<file path="src/rtl/counter_arbiter_pkg.sv">
// ============================================================================
// Module : counter_arbiter_pkg
// Brief  : Shared FSM state encoding and step-direction constants.
// Rev    : 1.0 - initial release
// ============================================================================
`default_nettype none

package counter_arbiter_pkg;

  typedef enum logic [1:0] {
    ST_IDLE = 2'd0,
    ST_EXEC = 2'd1,
    ST_WAIT = 2'd2
  } state_t;

  localparam logic DIR_UP   = 1'b1;
  localparam logic DIR_DOWN = 1'b0;

endpackage

`default_nettype wire

</file>
<file path="src/rtl/counter_arbiter_rr_pick.sv">
// ============================================================================
// Module : rr_pick
// Brief  : Combinational round-robin selector; scans last+1, last+2, ... mod NREQ.
// Rev    : 1.0 - initial release
// ============================================================================
`default_nettype none

module rr_pick
  import counter_arbiter_pkg::*;
#(
  parameter int NREQ = 4,
  parameter int IDW  = $clog2(NREQ)
) (
  input  logic [NREQ-1:0] req,
  input  logic [IDW-1:0]  last,
  output logic [IDW-1:0]  winner,
  output logic            valid
);

  logic [IDW-1:0] w_idx;

  always_comb begin
    winner = '0;
    valid  = 1'b0;
    w_idx  = '0;
    // Offset 1 is checked first so the previous owner has the lowest priority.
    for (int i = 1; i <= NREQ; i++) begin
      w_idx = IDW'((int'(last) + i) % NREQ);
      if (!valid && req[w_idx]) begin
        valid  = 1'b1;
        winner = w_idx;
      end
    end
  end

endmodule

`default_nettype wire

</file>
<file path="src/rtl/counter_arbiter.sv">
// ============================================================================
// Module : counter_arbiter
// Brief  : Round-robin shared saturating up/down counter with ack/reject.
//          Define COUNTER_ARBITER_WRAP_EN for wrap-around instead of saturation.
// Rev    : 1.0 - initial release
// ============================================================================
`default_nettype none

module counter_arbiter
  import counter_arbiter_pkg::*;
#(
  parameter int NREQ     = 4,
  parameter int BITS     = 4,
  parameter int MAX_VAL  = 2**BITS-1,
  parameter int INIT_VAL = 0
) (
  input  logic                    clock,
  input  logic                    reset,
  input  logic                    enable,
  input  logic [NREQ-1:0]         req,
  input  logic [NREQ-1:0]         dir,
  output logic [NREQ-1:0]         grant,
  output logic [$clog2(NREQ)-1:0] gnt_id,
  output logic [NREQ-1:0]         ack,
  output logic                    reject,
  output logic                    busy,
  output logic [BITS-1:0]         count,
  output logic                    full_flag,
  output logic                    empty_flag
);

  localparam int IDW = $clog2(NREQ);

  state_t          r_state;
  logic [NREQ-1:0] r_grant;
  logic [IDW-1:0]  r_gnt_id;
  logic [IDW-1:0]  r_last;
  logic [NREQ-1:0] r_ack;
  logic            r_reject;
  logic            r_busy;
  logic            r_dir;
  logic [BITS-1:0] r_count;

  logic [IDW-1:0]  w_winner;
  logic            w_valid;
  logic [BITS-1:0] w_max;
  logic [NREQ-1:0] w_onehot;

  assign w_max    = BITS'(MAX_VAL);
  assign w_onehot = {{(NREQ-1){1'b0}}, 1'b1} << w_winner;

  rr_pick #(
    .NREQ (NREQ),
    .IDW  (IDW)
  ) u_rr_pick (
    .req    (req),
    .last   (r_last),
    .winner (w_winner),
    .valid  (w_valid)
  );

  always_ff @(posedge clock or posedge reset) begin
    if (reset) begin
      r_state  <= ST_IDLE;
      r_grant  <= '0;
      r_gnt_id <= '0;
      r_last   <= IDW'(NREQ-1);
      r_ack    <= '0;
      r_reject <= 1'b0;
      r_busy   <= 1'b0;
      r_dir    <= 1'b0;
      r_count  <= BITS'(INIT_VAL);
    end else begin
      case (r_state)
        ST_IDLE: begin
          r_ack    <= '0;
          r_reject <= 1'b0;
          if (enable && w_valid) begin
            r_grant  <= w_onehot;
            r_gnt_id <= w_winner;
            r_last   <= w_winner;
            r_dir    <= dir[w_winner];
            r_busy   <= 1'b1;
            r_state  <= ST_EXEC;
          end
        end
        ST_EXEC: begin
          r_ack   <= r_grant;
          r_state <= ST_WAIT;
          if (r_dir == DIR_UP) begin
            if (r_count == w_max) begin
`ifdef COUNTER_ARBITER_WRAP_EN
              r_count  <= '0;
              r_reject <= 1'b0;
`else
              r_reject <= 1'b1;
`endif
            end else begin
              r_count  <= r_count + BITS'(1);
              r_reject <= 1'b0;
            end
          end else begin
            if (r_count == '0) begin
`ifdef COUNTER_ARBITER_WRAP_EN
              r_count  <= w_max;
              r_reject <= 1'b0;
`else
              r_reject <= 1'b1;
`endif
            end else begin
              r_count  <= r_count - BITS'(1);
              r_reject <= 1'b0;
            end
          end
        end
        ST_WAIT: begin
          r_ack    <= '0;
          r_reject <= 1'b0;
          // Releasing only on a dropped request stops a held req from stepping twice.
          if (!req[r_gnt_id]) begin
            r_grant <= '0;
            r_busy  <= 1'b0;
            r_state <= ST_IDLE;
          end
        end
        default: begin
          r_grant  <= '0;
          r_ack    <= '0;
          r_reject <= 1'b0;
          r_busy   <= 1'b0;
          r_state  <= ST_IDLE;
        end
      endcase
    end
  end

  assign grant      = r_grant;
  assign gnt_id     = r_gnt_id;
  assign ack        = r_ack;
  assign reject     = r_reject;
  assign busy       = r_busy;
  assign count      = r_count;
  assign full_flag  = (r_count == w_max);
  assign empty_flag = (r_count == '0);

endmodule

`default_nettype wire

</file>
<file path="config.mk">
export PLATFORM = sky130hd
export DESIGN_NAME = counter_arbiter
export DESIGN_NICKNAME = d
export VERILOG_FILES = /design/src/rtl/counter_arbiter_pkg.sv /design/src/rtl/counter_arbiter_rr_pick.sv /design/src/rtl/counter_arbiter.sv
export SDC_FILE = /design/constraint.sdc
export NUM_CORES = 1
export LEC_CHECK = 0
export CORE_AREA = 2 2 69 71
export CTS_BUF_LIST = sky130_fd_sc_hd__clkbuf_8
export CTS_CLUSTER_SIZE = 16
export DETAILED_ROUTE_END_ITERATION = 7
export DIE_AREA = 0 0 71 73
export GPL_ROUTABILITY_DRIVEN = 0
export SLEW_MARGIN = 20
export SYNTH_ARGS = -nofsm -noshare
export SYNTH_HDL_FRONTEND = slang
export SYNTH_HIERARCHICAL = 1
export SYNTH_SLANG_ARGS = --single-unit
</file>
<file path="constraint.sdc">
create_clock -name clock -period 3.61 [get_ports clock]
set_clock_uncertainty 0.2 [all_clocks]
set_input_delay 0.5415 -clock clock [delete_from_list [all_inputs] [get_ports clock]]
set_output_delay 0.5415 -clock clock [all_outputs]
set_load 0.02 [all_outputs]
</file>
# Yosys cells after proc, flatten, opt, wreduce, memory -nomap -nowiden
# Index checks and enable logic that the tools add are counted.
[word_totals]
regBits = 21
in_bits = 11
out_inout_bits = 18
[op_classes]
add_sub_neg = 6
magnitude_cmp = 6
n_eq_ne = 7
n_shift = 1
n_mux = 37
bitwise_logic = 1
reduce_logical = 13
[op_table]
columns = ["cell", "n"]
rows = [
  ["$mux W4", 6],
  ["$lt A2 B3 Y1 const B", 6],
  ["$mux W1", 16],
  ["$bmux W1 S2", 6],
  ["$mux W2", 6],
  ["$pmux W4 S3", 1],
  ["$ne A2 B2 Y1 const B", 3],
  ["$pmux W2 S3", 1],
  ["$reduce_and A3 Y1", 2],
  ["$add A2 B1 Y2 const B", 2],
  ["$add A2 B2 Y2 const B", 2],
  ["$add A4 B1 Y4 const B", 1],
  ["$eq A4 B4 Y1 const B", 1],
  ["$logic_and A1 B1 Y1", 4],
  ["$logic_not A4 Y1", 1],
  ["$reduce_and A2 Y1", 2],
  ["$shl A1 B2 Y4 const A", 1],
  ["$sub A4 B1 Y4 const B", 1],
  ["$logic_not A1 Y1", 3],
  ["$pmux W1 S3", 1],
  ["$eq A2 B1 Y1 const B", 1],
  ["$eq A2 B2 Y1 const B", 1],
  ["$logic_not A2 Y1", 1],
  ["$ne A2 B1 Y1 const B", 1],
  ["$not A1 Y1", 1],
]

# Depth between registers and ports, before layout
# Gate-level depths: netlist of run 1.
[logic_depth]
ltp_word = 16
ltp_mapped = 7

# Modules after synthesis
# Netlist of run 1, hierarchy kept.
[by_module_without_submodules]
columns = ["module", "instances", "cells_per_inst", "area_each_um2"]
rows = [
  ["counter_arbiter", 1, 85, 972.2],
  ["rr_pick", 1, 14, 91.3],
]

# Least setup slack after synthesis of run 1
# Ideal clock, no wire load.
[synth_path]
path_kind = "reg2reg"
from = "reg r_count[1] (netlist: count[1])"
to = "reg r_count[1] (netlist: count[1])"
t_arrival_ps = 1711
required_time_ps = 3282
setup_slack_ps = 1571
stages_incl_launch_ff = 5
path_buffers = 0
synth_period_minus_slack_ps = 2039
path_cell_list = "dfrtp_1 -> nor4_2 -> and2_1 -> a211oi_2 -> mux2_1"
[synth_between]
elab_chain_cells = 3
elab_cells_between_ends = 10
classes_between = "2 x add/sub; 3 x eq/ne; 3 x mux; 2 x reduce/logical"
[synth_rtl]
columns = ["item", "line_no", "text"]
rows = [
  ["start: declaration", "counter_arbiter.sv:42", "logic [BITS-1:0] r_count;"],
  ["start signal: assignment", "counter_arbiter.sv:72", "r_count <= BITS'(INIT_VAL);"],
  ["start signal: assignment", "counter_arbiter.sv:99", "r_count <= r_count + BITS'(1);"],
  ["start signal: assignment", "counter_arbiter.sv:111", "r_count <= r_count - BITS'(1);"],
  ["$logic_not A4 Y1", "-", ""],
  ["named net empty_flag", "counter_arbiter.sv:29", "output logic empty_flag"],
  ["$ne A2 B1 Y1 (no line)", "-", ""],
  ["$reduce_and A3 Y1 (no line)", "-", ""],
]
# The timed path passes the listed nets, and every way through them passes these cells. The select of a mux whose other input is x is not followed.
# A chain may end at the register's enable or synchronous reset.

# Worst setup path in the final report of run 1
[layout_path]
from = "reg r_count[1] (netlist: count[1])"
to = "out empty_flag"
[layout_between]
elab_chain_cells = 1
[layout_rtl]
columns = ["item", "line_no", "text"]
rows = [
  ["$logic_not A4 Y1", "counter_arbiter.sv:144", "assign empty_flag = (r_count == '0);"],
  ["end: declaration", "counter_arbiter.sv:29", ""],
]
# No other way between the ends.

==> metrics, run 1 <==
via count 854; Max Root-Sink Buffers 2; die extent in y 73 µm; filler instances 458; crit path time final 2.517 ns; crit start category flip-flop; synthesis-to-finish area growth 36.71%; Leakage Power 0.0006193 µW; post-cts hold buffer count 0; FFs w/ async S/R, synth 1.000; first-pass GRT wire length 4022 µm; final slew viol count 0; final net count 145; critical path fanouts, max 6; fin cells 184; Rows 25; DR WL/cell 12.70 µm; Post-DP HPWL 1860 µm; Setup TNS Final 0 ns; CTS tree built; CP arrival 1.78 ns; P per Cell Area 822.8 nW/µm²; Syn Area/Cell 10.74 µm²; Final Hold Violating Endpoints 0; Post-Syn Instances 99; GRT Util Overall 0.1005; core area 4536 µm²; Fmax 397.3 MHz; TritonCTS buffer count 3; Initial Util 0.2345; top-level port count 29; R2R depth 6; sequential element share of the synthesized area 0.4965; Placed Cells 180; Netlist Area Pre-Place 1064 µm²; Critical Path RT 2.87 ns; warnings from Yosys 6; number of vias per cell 4.641; Synth Net Count 113; Pre-antenna DRT Iters 4; die footprint 5183 µm²; max_slew headroom 0.4866; fraction of layout cells with a size suffix above 1 0.1000; outcome completed; Die W 71 µm; EDFF count, synth 0; Hold Path Class flip-flop to flip-flop; initial antenna violation count 0; drt drc 0; CTS root buffer clkbuf_8; RSZ-0062 raised after global routing false; Critical Path End Type output port; WL final 2336 µm; total power 1196 µW; Primary FF master, synth dfrtp_1; WS Path Type flip-flop to output port; worst-margin pin slew 0.7693 ns; Sinks on Clock Net 21; # setup viols final 0; antenna viol nets, final 0; CTS H-tree lvls 1; Synth Register Bits 21; grt total ovfl 0; Peak VDD IR 0.0001946 V; period utilisation layout 0.6973; vias in the first global route 808; post-CTS sizing 0; synth unique cells 37; ant diodes 0; max-cap violations 0; Clock transition at path regs 0.08 ns; Hold Path Stages 2; Port Buffers 28; clock insertion delay at the later pin of the skew report 0.26 ns; Starting DRT DRC Count 39; setup bufs post-CTS 0; Final Util 0.3206; largest net degree at the start of global routing 22
## worst paths after layout
kind / from / end / slack, ns
setup / recovery: count[1] / empty_flag / 1.09
hold / removal: r_last[0] / r_last[0] / 0.30
setup reg to reg: r_last[1] / r_dir / 1.56
hold reg to reg: r_last[0] / r_last[0] / 0.30
max in group asynchronous: reset / count[0] / 2.21
min in group asynchronous: reset / ack[2] / 0.52
## through the flow
step	area [µm²]	hold slack, ns	setup WS [ns]
after floorplan	1064	0.2598	1.571
after global placement	1408	0.2752	1.061
after detailed placement	1408	0.2888	1.009
after CTS	1454	0.3004	1.076
after global routing	1454	0.3286	1.021
final	1454	0.2975	1.093
## metal layers
layer  share of wire  track usage  vias to the layer above
met5               0            0                        -
met4           0.011      0.03774                        0
li1                -            -                      413
met2            0.47       0.1537                       34
met1            0.45       0.1319                      403
met3           0.066      0.03453                        4
## critical path, cell delays in order, from the launching register on
cell and delay [ns]:
dfrtp_1 0.47, nor4_2 0.38, clkdlybuf4s50_1 0.67
## cell usage after synthesis, drive strengths merged (2+ instances only)
cell / instances / area share
dfrtp: 19 / 0.45
o41ai: 2 / 0.016
a21oi: 6 / 0.032
nand2: 18 / 0.064
nor2: 4 / 0.014
o31ai: 2 / 0.014
mux2: 2 / 0.021
xor2: 2 / 0.016
nor2b: 2 / 0.012
inv: 5 / 0.018
ha: 2 / 0.024
nand2b: 5 / 0.029
dfstp: 2 / 0.049
and2: 5 / 0.029
o21ai: 2 / 0.0094
a211oi: 2 / 0.019
mux4: 2 / 0.042
## state kept, by name (all words and copies together), names as in the netlist
signal   flops
ack          4
grant        4
busy         1
count        4
r_dir        1
reject       1
r_state      2
r_last       2
gnt_id       2
## report_power, final
part | internal (µW) | leakage (µW) | total (µW) | switching (µW)
Sequential | 335 | 0.000265 | 450 | 115
Clock | 76.8 | 0.0000255 | 152 | 75.0
Combinational | 294 | 0.000329 | 595 | 300
Total | 706 | 0.000619 | 1200 | 490
## cells by family after synthesis
family | share of synthesized area
and+or+nand+nor | 0.2235
DFF | 0.4965
AOI/OAI and AO/OA | 0.1188
buffers and inverters | 0.02117
muxes | 0.07294
xor gates and xnor gates | 0.02471
adders and majority gates | 0.04235
## cells in the final DEF, fill, tap and decap left out, drive strengths merged, types with 2 or more instances in the layout
cell type | netlist | final
xor2 | 2 | 2
o21ai | 2 | 2
ha | 2 | 2
a211oi | 2 | 2
mux4 | 2 | 2
o31ai | 2 | 2
clkbuf | 1 | 3
nor2 | 4 | 4
clkdlybuf4s50 | 0 | 28
dfrtp | 19 | 19
nand2b | 5 | 5
mux2 | 2 | 2
a21oi | 6 | 6
nand2 | 18 | 18
nor2b | 2 | 2
inv | 5 | 5
o41ai | 2 | 2
dfstp | 2 | 2
and2 | 5 | 5
## layout make-up
| cell class | instances | area, µm² | share of cell area |
|---|---|---|---|
| clock inverters | 1 | 5.005 | 0.003442 |
| inverters | 5 | 18.77 | 0.01291 |
| flip-flops and latches | 21 | 528.0 | 0.3632 |
| clock buffers | 3 | 41.29 | 0.02840 |
| well taps | 54 | 67.56 | 0.04647 |
| repair buffers | 28 | 280.3 | 0.1928 |
| multi-input cells | 72 | 513.0 | 0.3528 |
Power figures use the tool's default switching activity.
==> inputs of run 2 (changes only) <==
Clock period 3.61 ns to 2.4 ns, I/O delays scaled along.
==> run 2 against run 1 <==
Clock power up 50%. Die area unchanged. Final cell count up 1.1%. Sequential power up 49%. Critical endpoint is now full_flag.
==> metrics, run 2 (synthesis gave the netlist of run 1 again) <==
Die W 71 µm; via count 855; Sinks on Clock Net 21; synthesis-to-finish area growth 38.24%; Hold Path Class input port to async pin; final instance area 1470 µm²; core area 4536 µm²; post-CTS sizing 0; CTS H-tree lvls 1; CTS root buffer clkbuf_8; outcome completed; GRT Util Overall 0.09980; worst-margin pin slew 0.4419 ns; Clock transition at path regs 0.08 ns; grt total ovfl 0; setup bufs post-CTS 0; period utilisation layout 0.9415; crit start category flip-flop; # setup viols final 0; Port Buffers 28; Setup TNS Final 0 ns; post-cts hold buffer count 0; Initial Util 0.2345; Fmax 442.6 MHz; Critical Path End Type output port; DR WL/cell 13.16 µm; final net count 147; Pre-antenna DRT Iters 4; antenna viol nets, final 0; die extent in y 73 µm; Starting DRT DRC Count 42; most frequent cells in the layout clkdlybuf4s50_1, dfrtp_1, nand2_1; Post-DP HPWL 1914 µm; Final Hold Violating Endpoints 0; CTS tree built; final slew viol count 0; Critical Path RT 1.84 ns; WL final 2447 µm; largest net degree at the start of global routing 22; worst reg-to-reg setup slack 0.38 ns; vias in the first global route 870; first-pass GRT wire length 4022 µm; CP arrival 1.70 ns; drt drc 0; WS Path Type flip-flop to output port; Peak VDD IR 0.0002808 V; P per Cell Area 1229 nW/µm²; fraction of layout cells with a size suffix above 1 0.1061; max-cap violations 0; crit path time final 2.260 ns; TritonCTS buffer count 3; ant diodes 0; number of vias per cell 4.597; die footprint 5183 µm²; clock insertion delay at the later pin of the skew report 0.26 ns; Placed Instance Area 1423 µm²; critical path fanouts, max 7; top-level port count 29; Leakage Power 0.0006476 µW; Rows 25; most common cell after layout, fill and taps aside clkdlybuf4s50_1; Max Root-Sink Buffers 2; RSZ-0062 raised after global routing false; initial antenna violation count 0; max_slew headroom 0.7054
==> run 2: cell types whose count changed in the layout (fill, tap and decap cells not counted), sizes merged <==
cell | before | now
buf | 0 | 2
clkdlybuf4s50 | 28 | 27
clkinv | 1 | 0
dlymetal6s2s | 0 | 1
inv | 5 | 6
==> run 2: final cells by class <==
cell class              count  area, µm²
flip-flops and latches     21      528.0
clock buffers               3      41.29
repair buffers             30      297.8
multi-input cells          72      513.0
inverters                   5      18.77
clock inverters             1      3.754
well taps                  54      67.56
fillers                   450       3065
==> run 2: final timing paths <==
kind                           start  depth (start not counted)         to
setup / recovery            count[0]                          2  full_flag
hold / removal                 reset                          3   grant[3]
setup reg to reg               r_dir                          6   count[3]
hold reg to reg            r_last[0]                          2  r_last[0]
max in group asynchronous      reset                          3  r_last[0]
min in group clock         r_last[0]                          2  r_last[0]
==> run 2: stage by stage <==
step | total power (µW) | hold slack [ns] | utilization | setup WS (ns) | cells
floorplan | 1214 | 0.1350 | - | 0.3610 | 99
global placement | 1559 | 0.2745 | 0.3137 | 0.1277 | 182
detailed placement | 1597 | 0.2762 | 0.3137 | 0.08039 | 182
CTS | 1833 | 0.2321 | 0.3236 | 0.05138 | 186
global route | 1953 | 0.2607 | 0.3241 | 0.04576 | 186
finish | 1807 | 0.2270 | 0.3241 | 0.1404 | 186
==> run 2: worst max-delay path, stage by stage, from the launching register on <==
cell	delay (ns)
dfrtp_1	0.49
and4_1	0.32
clkdlybuf4s50_1	0.63
==> run 2: power breakdown <==
group	internal (µW)	leakage (µW)	switching [µW]
Clock	114	0.0000269	114
Combinational	449	0.000356	459
Sequential	504	0.000265	168
Total	1070	0.000648	740
==> run 2: routing by layer <==
| layer | vias to the layer above | global-route usage | wire length [µm] |
|---|---|---|---|
| met1 | 418 | 0.1117 | 1078 |
| met2 | 25 | 0.1817 | 1224 |
| li1 | 412 | - | - |
| met5 | - | 0 | 0 |
| met4 | 0 | 0.03774 | 0 |
| met3 | 0 | 0.02624 | 144 |
==> inputs of run 3 (changes only) <==
Settings changed: CELL_PAD_IN_SITES_DETAIL_PLACEMENT set to 1, CELL_PAD_IN_SITES_GLOBAL_PLACEMENT set to 2, CTS_BUF_LIST sky130_fd_sc_hd__clkbuf_8 to sky130_fd_sc_hd__clkbuf_16, PLACE_DENSITY_LB_ADDON set to 0.1.
==> run 3 against run 2 <==
Sequential power increased by 3%. Count of clock-buffer cells in the layout is the same. Clock power is 56% higher. Sequential share of layout area down 1.1 points. Utilization up 1.0 points. Critical path depth is the same. Design area is 3.2% higher. Global-route usage grew 1.7 points. Non-clock buffer count up 1. Setup slack got worse by 0.068 ns. Flip-flop and latch count unchanged. Via count shrank 0.94%. Critical path type unchanged. Highest routed layer is now met4.
==> metrics, run 3 (synthesis gave the netlist of run 1 again) <==
WS Path Type flip-flop to output port; Die W 71 µm; fin cells 187; via count 847; die footprint 5183 µm²; most frequent cells in the layout clkdlybuf4s50_1, dfrtp_1, nand2_1; Critical Path RT 1.84 ns; top-level port count 29; antenna viol nets, final 0; RSZ-0062 raised after global routing false; fraction of layout cells with a size suffix above 1 0.1128; Critical Path End Type output port; Clock transition at path regs 0.06 ns; Place WS 0.02496 ns; crit path time final 2.327 ns; hold slack 0.2493 ns; drt drc 0; largest delay contributor family on the critical path buffers and inverters; GRT Util Overall 0.1167; ant diodes 0; final slew viol count 0; core area 4536 µm²; TritonCTS buffer count 3; Rows 25; CTS tree built; Leakage Power 0.0006519 µW; DR WL/cell 14.53 µm; Starting DRT DRC Count 17; worst setup margin 0.07283 ns; P per Cell Area 1295 nW/µm²; worst-margin pin slew 0.5129 ns; crit-path max cell delay 0.64 ns; outcome completed; largest net degree at the start of global routing 22; clock insertion delay at the later pin of the skew report 0.25 ns; setup bufs post-CTS 0; period utilisation layout 0.9697; max-cap violations 0; first-pass GRT wire length 4650 µm; Sinks on Clock Net 21; die extent in y 73 µm; Final Hold Violating Endpoints 0; Initial Util 0.2345; Fmax 429.7 MHz; Buffers & Inverters on Critical Path 1; Peak VDD IR 0.0004369 V; Placed Cells 183; CP arrival 1.77 ns; initial antenna violation count 0; synthesis-to-finish area growth 42.71%; vias in the first global route 925; CP cell instances and4_1 > clkdlybuf4s50_1; CTS H-tree lvls 1; crit start category flip-flop; WL final 2718 µm; Setup TNS Final 0 ns; Max Root-Sink Buffers 2; CP max-delay cell clkdlybuf4s50_1; most common cell after layout, fill and taps aside clkdlybuf4s50_1; CTS root buffer clkbuf_16; Port Buffers 28; critical path fanouts, max 7; Post-DP HPWL 2065 µm; Hold Path Class input port to async pin; final net count 148; max_slew headroom 0.6581; Pre-antenna DRT Iters 2; number of vias per cell 4.529; grt total ovfl 0; # setup viols final 0
-- run 3: cell types whose count changed in the layout (fill, tap and decap cells not counted) --
cell / delta
clkbuf_16: +3
nor4_4: +1
nor4_2: -1
clkdlybuf4s50_1: +1
clkbuf_8: -3
dlymetal6s2s_1: -1
buf_4: +1
-- run 3: routing by layer --
metal	track usage	vias to the layer above	share of wire
li1	-	413	-
met1	0.1451	410	0.45
met4	0.06289	0	0.019
met2	0.1921	20	0.49
met3	0.02210	4	0.041
met5	0	-	0
-- run 3: worst paths after layout --
kind,start,to,slack [ns],cells past startpoint
hold reg to reg,r_last[0],r_last[0],0.30,2
min in group clock,r_last[0],r_last[0],0.30,2
setup reg to reg,r_last[1],r_dir,0.40,6
max in group asynchronous,reset,r_last[0],1.47,3
hold / removal,reset,ack[1],0.25,3
setup / recovery,count[0],full_flag,0.07,2
-- run 3: repair_timing --
item / CTS / global route
hold buffers: 0 / 0
gates resized for setup: 0 / 1
setup endpoints to repair: 0 / 1
-- run 3: final cells by class --
| class | count | area (µm²) |
|---|---|---|
| fill | 499 | 3018 |
| sequential | 21 | 528.0 |
| multi-input combinational | 72 | 521.8 |
| timing repair buffer | 31 | 302.8 |
| clock buffer | 3 | 75.07 |
| tap | 54 | 67.56 |
| inverter | 5 | 18.77 |
| clock inverter | 1 | 3.754 |
-- run 3: worst register-to-register path, cell delays in order (launching register included) --
cell and delay [ns]:
dfstp_2 0.60, nand2b_1 0.14, a21oi_2 0.06, o221ai_2 0.22, mux4_2 0.53, nand2_1 0.07, o21ai_1 0.05
-- run 3: metrics by stage --
stage	total power [µW]	utilization	cell area, µm²
3_3_place_gp	1585	0.3153	1430
3_5_place_dp	1620	0.3153	1430
6_report	1965	0.3346	1518
4_1_cts	1988	0.3327	1509
2_1_floorplan	1214	-	1064
5_1_grt	2125	0.3346	1518
-- run 3: power by group --
group	internal [µW]	total [µW]	leakage (µW)	switching, µW
registers	505	689	0.000265	185
clock network	222	356	0.0000423	134
logic	453	919	0.000344	467
==> RTL edit 1: new RTL, settings of run 3 <==
The option `COUNTER_ARBITER_WRAP_EN` is turned on by a define.
--- a/src/rtl/counter_arbiter.sv
+++ b/src/rtl/counter_arbiter.sv
@@ -6,4 +6,6 @@
 // ============================================================================
 `default_nettype none
+
+`define COUNTER_ARBITER_WRAP_EN
 
 module counter_arbiter
Formal check against the unedited RTL: not equivalent (a bounded check fails within 4 cycles, from zero or initial values and one cycle with reset high).
==> RTL edit 1 against run 3 <==
- utilization shrank 0.30 points
- cell area shrank 0.91%
- hold slack lost 11 ps
- total power grew 0.11%
- routed wire length shrank 2.9%
- synthesized area shrank 3.6%
- sequential cell count shrank 1
- setup slack gained 49 ps
- critical path depth grew 1
- count of clock-buffer cells in the layout is the same
- clock power grew 29%
- critical endpoint unchanged
- largest power group unchanged
==> RTL edit 1: results <==
[global_route]
first_pass_grt_wire_length_mm = 4.43
grt_pass1_vias = 917
grt_max_degree = 21
met3_track_utilization_from_global_routing = 0.0401
overall_track_demand_over_capacity_in_global_routing = 0.110
grtUsageMet2 = 0.171
grt.met1_usage = 0.148
antenna_found_initial = 0

[routing]
route.final.wire_length_mm = 2.64
vias_per_cell = 4.50
wl_met2_mm = 1.23
dr.max_layer_used = "met3"
first_pass_iters = 4
met3WireLength_um = 131
drt_first_iter_violations = 38
wirelength_met1_mm = 1.28

[clock_network]
post_cts.repair.setup_buffers = 0
h_tree_depth = 1
cts_root_buffer = "clkbuf_16"
cts.path.max_buffers = 2
cts_made_buffers = 3
cts-resized-gates = 0
clk_transition_reported_paths_ps = 60
clock_insertion_delay_worst_skew_ps = 250

[synth]
synth_seq_area_share = 0.491
postSynthCellCount = 103
postSynthNetCount = 116
synth_async_sr_flop_share = 1.00
synth_common_cells = "dfrtp_1 (18), nand2_1 (15), inv_1 (7)"
netlist_top_cells_area = "dfrtp_1 (44%), nand2_1 (5.5%), dfstp_2 (5.1%), mux4_2 (4.4%), and2_1 (3.1%)"
number_of_distinct_library_cells_after_synthesis = 35
yosys_warnings = 6

[run_status]
run_status = "completed"

[placed_design]
io_buffers = 27
dp_hpwl_mm = 2.06

[finish]
final_net_count = 152
final-instance-count-excl-fill = 192
antenna-diode-count = 0
layout_cells_sized_above_1 = 0.130

[worst_setup_path]
crit_fanout = 7
worst_ep_arrival_time_ps = 1720

[power]
switching_power_mw = 0.718
vdd_drop_max_uv = 419
leakagePower_nw = 0.697

[min_path]
type_of_the_worst_min_delay_path = "in2async"
RTL edit 1: area by class of cell:
class / count / area, µm²
well taps: 54 / 67.6
repair buffers: 33 / 318
multi-input cells: 74 / 484
clock inverters: 1 / 30.0
clock buffers: 3 / 75.1
flip-flops and latches: 20 / 503
inverters: 7 / 26.3
fillers: 509 / 3030
RTL edit 1: power groups by stage:
stage | sequential, mW | clock [mW] | combinational [mW]
floorplan | 0.730 | 0 | 0.406
global placement | 0.656 | 0 | 0.860
detailed placement | 0.659 | 0 | 0.868
CTS | 0.656 | 0.473 | 0.872
global route | 0.683 | 0.488 | 0.942
finish | 0.653 | 0.458 | 0.857
RTL edit 1: stage by stage:
stage	setup slack (ps)	total power, mW	utilization	hold slack, ps	instance area, µm²
floorplan	456	1.14	-	122	1020
detailed placement	53.7	1.53	0.308	279	1400
global placement	95.7	1.52	0.308	271	1400
CTS	71.5	2.00	0.331	251	1500
global route	56.6	2.11	0.332	274	1500
finish	121	1.97	0.332	238	1500
RTL edit 1: path summary, 6_finish.rpt:
check                      cells after the start       from  slack [ps]        end
max                                            3   count[1]         120  full_flag
min                                            3      reset         240     ack[1]
max reg2reg                                    6  r_last[1]         400      r_dir
min reg2reg                                    2  r_last[0]         280  r_last[0]
max in group asynchronous                      3      reset        1490  r_last[0]
min in group clock                             2  r_last[0]         280  r_last[0]
RTL edit 1: cells by family after synthesis:
group                      Yosys count  synth area share
AOI/OAI and AO/OA                   22             0.143
and+or+nand+nor                     42             0.212
adders and majority gates            2            0.0244
DFF                                 20             0.491
other                                1           0.00366
buffers and inverters                9            0.0366
muxes                                4            0.0635
xor gates and xnor gates             3            0.0256
RTL edit 1: critical path, stage by stage (launching register included):
cell             delay (ps)
dfrtp_1                 460
ha_1                    240
and3_1                  170
clkdlybuf4s50_1         600
==> RTL edit 2: new RTL, config.mk and constraints of run 3 <==
Without the edit above. Register the outputs `full_flag` and `empty_flag`, without a reset; this adds one clock of latency there. The other outputs are not delayed to match.
--- a/src/rtl/counter_arbiter.sv
+++ b/src/rtl/counter_arbiter.sv
@@ -141,6 +141,8 @@
   assign busy       = r_busy;
   assign count      = r_count;
-  assign full_flag  = (r_count == w_max);
-  assign empty_flag = (r_count == '0);
+  always_ff @(posedge clock) begin
+    full_flag  <= (r_count == w_max);
+    empty_flag <= (r_count == '0);
+  end
 
 endmodule
Check against the original RTL: not equivalent (a bounded check fails within 4 cycles, from zero or initial values and one cycle with reset high).
==> RTL edit 2 against run 3 <==
- setup slack improved by 280 ps
- sequential cell count rose by 2
- critical path depth rose by 5
- sequential power rose by 4.4%
- non-clock buffer count did not move
- synthesized area rose by 3.8%
- cell area rose by 2.3%
- routed wire length rose by 0.70%
- total power rose by 2.6%
- register-to-register slack improved by 20 ps
- critical endpoint is now r_dir
- largest cell class unchanged
==> RTL edit 2: results <==
[run_status]
run_status = "completed"

[placed_design]
dp_hpwl_mm = 2.07
dp_slack_ps = 80.2
io_buffers = 28

[clock_network]
post_cts.repair.setup_buffers = 0
clk_transition_reported_paths_ps = 70
h_tree_depth = 1
cts_root_buffer = "clkbuf_16"
clock_insertion_delay_worst_skew_ps = 260
cts.path.max_buffers = 2
cts-resized-gates = 0
cts_made_buffers = 3

[sta]
timing.max_slew.rel_slack = 0.720
finalHoldViolCount = 0

[global_route]
grt_pass1_vias = 939
antenna_found_initial = 0
grt_max_degree = 22
overall_track_demand_over_capacity_in_global_routing = 0.112
first_pass_grt_wire_length_mm = 4.58

[routing]
first_pass_iters = 2
drt_first_iter_violations = 19
detailroute.via_count = 859
route.final.wire_length_mm = 2.74

[synth]
number_of_distinct_library_cells_after_synthesis = 38
yosys_most_used_dff = "dfrtp_1"
synth_seq_area_share = 0.515
yosys_warnings = 6
synth_async_sr_flop_share = 0.913
synth_common_cells = "dfrtp_1 (19), nand2_1 (18), a21oi_1 (5), and2_1 (5), nand2b_1 (5)"
postSynthNetCount = 115
netlist_top_cells_area = "dfrtp_1 (43%), nand2_1 (6.1%), dfstp_2 (4.8%), mux4_2 (4.1%), dfxtp_1 (3.6%)"

[finish]
final_net_count = 150
layout_cells_sized_above_1 = 0.119
num-fill-cells = 508
antenna-diode-count = 0

[worst_setup_path]
critical_path.slowest_cell = "clkdlybuf4s50_1"
crit_path_max_incr_delay_ps = 550
crit_fanout = 5

[min_path]
type_of_the_worst_min_delay_path = "in2async"

[power]
vdd_drop_max_uv = 338
leakagePower_nw = 0.662
## RTL edit 2: logic make-up (layout without fill, tap and decap cells)
group                    Yosys count  count (layout)  share of synthesized area
flip-flops                        23              23                      0.515
XOR/XNOR                           3               3                     0.0238
multiplexers                       5               5                     0.0703
adder cells (fa/ha/maj)            3               3                     0.0408
AO/OA/AOI/OAI                     17              17                      0.115
AND/OR/NAND/NOR                   44              44                      0.215
buffers and inverters              6              40                     0.0204
## RTL edit 2: through the flow
| stage | instance area [µm²] | cells | utilization |
|---|---|---|---|
| finish | 1550 | 189 | 0.342 |
| global route | 1550 | 189 | 0.342 |
| CTS | 1550 | 189 | 0.342 |
| detailed placement | 1470 | 185 | 0.324 |
| global placement | 1470 | 185 | 0.324 |
| floorplan | 1100 | 101 | - |
## RTL edit 2: worst paths after layout
check	from	endpoint	slack (ps)	cells after the start
max reg2reg	r_dir	count[3]	420	6
min reg2reg	r_last[0]	r_last[0]	290	2
max in group asynchronous	reset	r_last[1]	1470	3
max	req[3]	r_dir	350	7
min	reset	reject	240	3
min in group clock	r_last[0]	r_last[0]	290	2
## RTL edit 2: cell type report
cell class / instances / area share
sequential: 23 / 0.366
multi-input combinational: 72 / 0.330
timing repair buffer: 31 / 0.195
clock buffer: 3 / 0.0483
tap: 54 / 0.0435
inverter: 5 / 0.0121
clock inverter: 1 / 0.00483
## RTL edit 2: routing by layer
| layer | vias to the layer above | wire length (µm) | track usage |
|---|---|---|---|
| met3 | 2 | 97 | 0.0235 |
| met5 | - | 0 | 0 |
| li1 | 419 | - | - |
| met4 | 0 | 10 | 0.0252 |
| met2 | 17 | 1340 | 0.196 |
| met1 | 421 | 1290 | 0.143 |
## RTL edit 2: where the power goes
group / internal (mW) / switching (mW)
registers: 0.547 / 0.172
logic: 0.456 / 0.468
clock network: 0.226 / 0.148
## RTL edit 2: critical path, delay by kind of cell
| kind | cells | cell delay [ps] |
|---|---|---|
| buf+inv | 1 | 550 |
| compound gates | 3 | 300 |
| mux | 1 | 520 |
| simple gates | 2 | 260 |
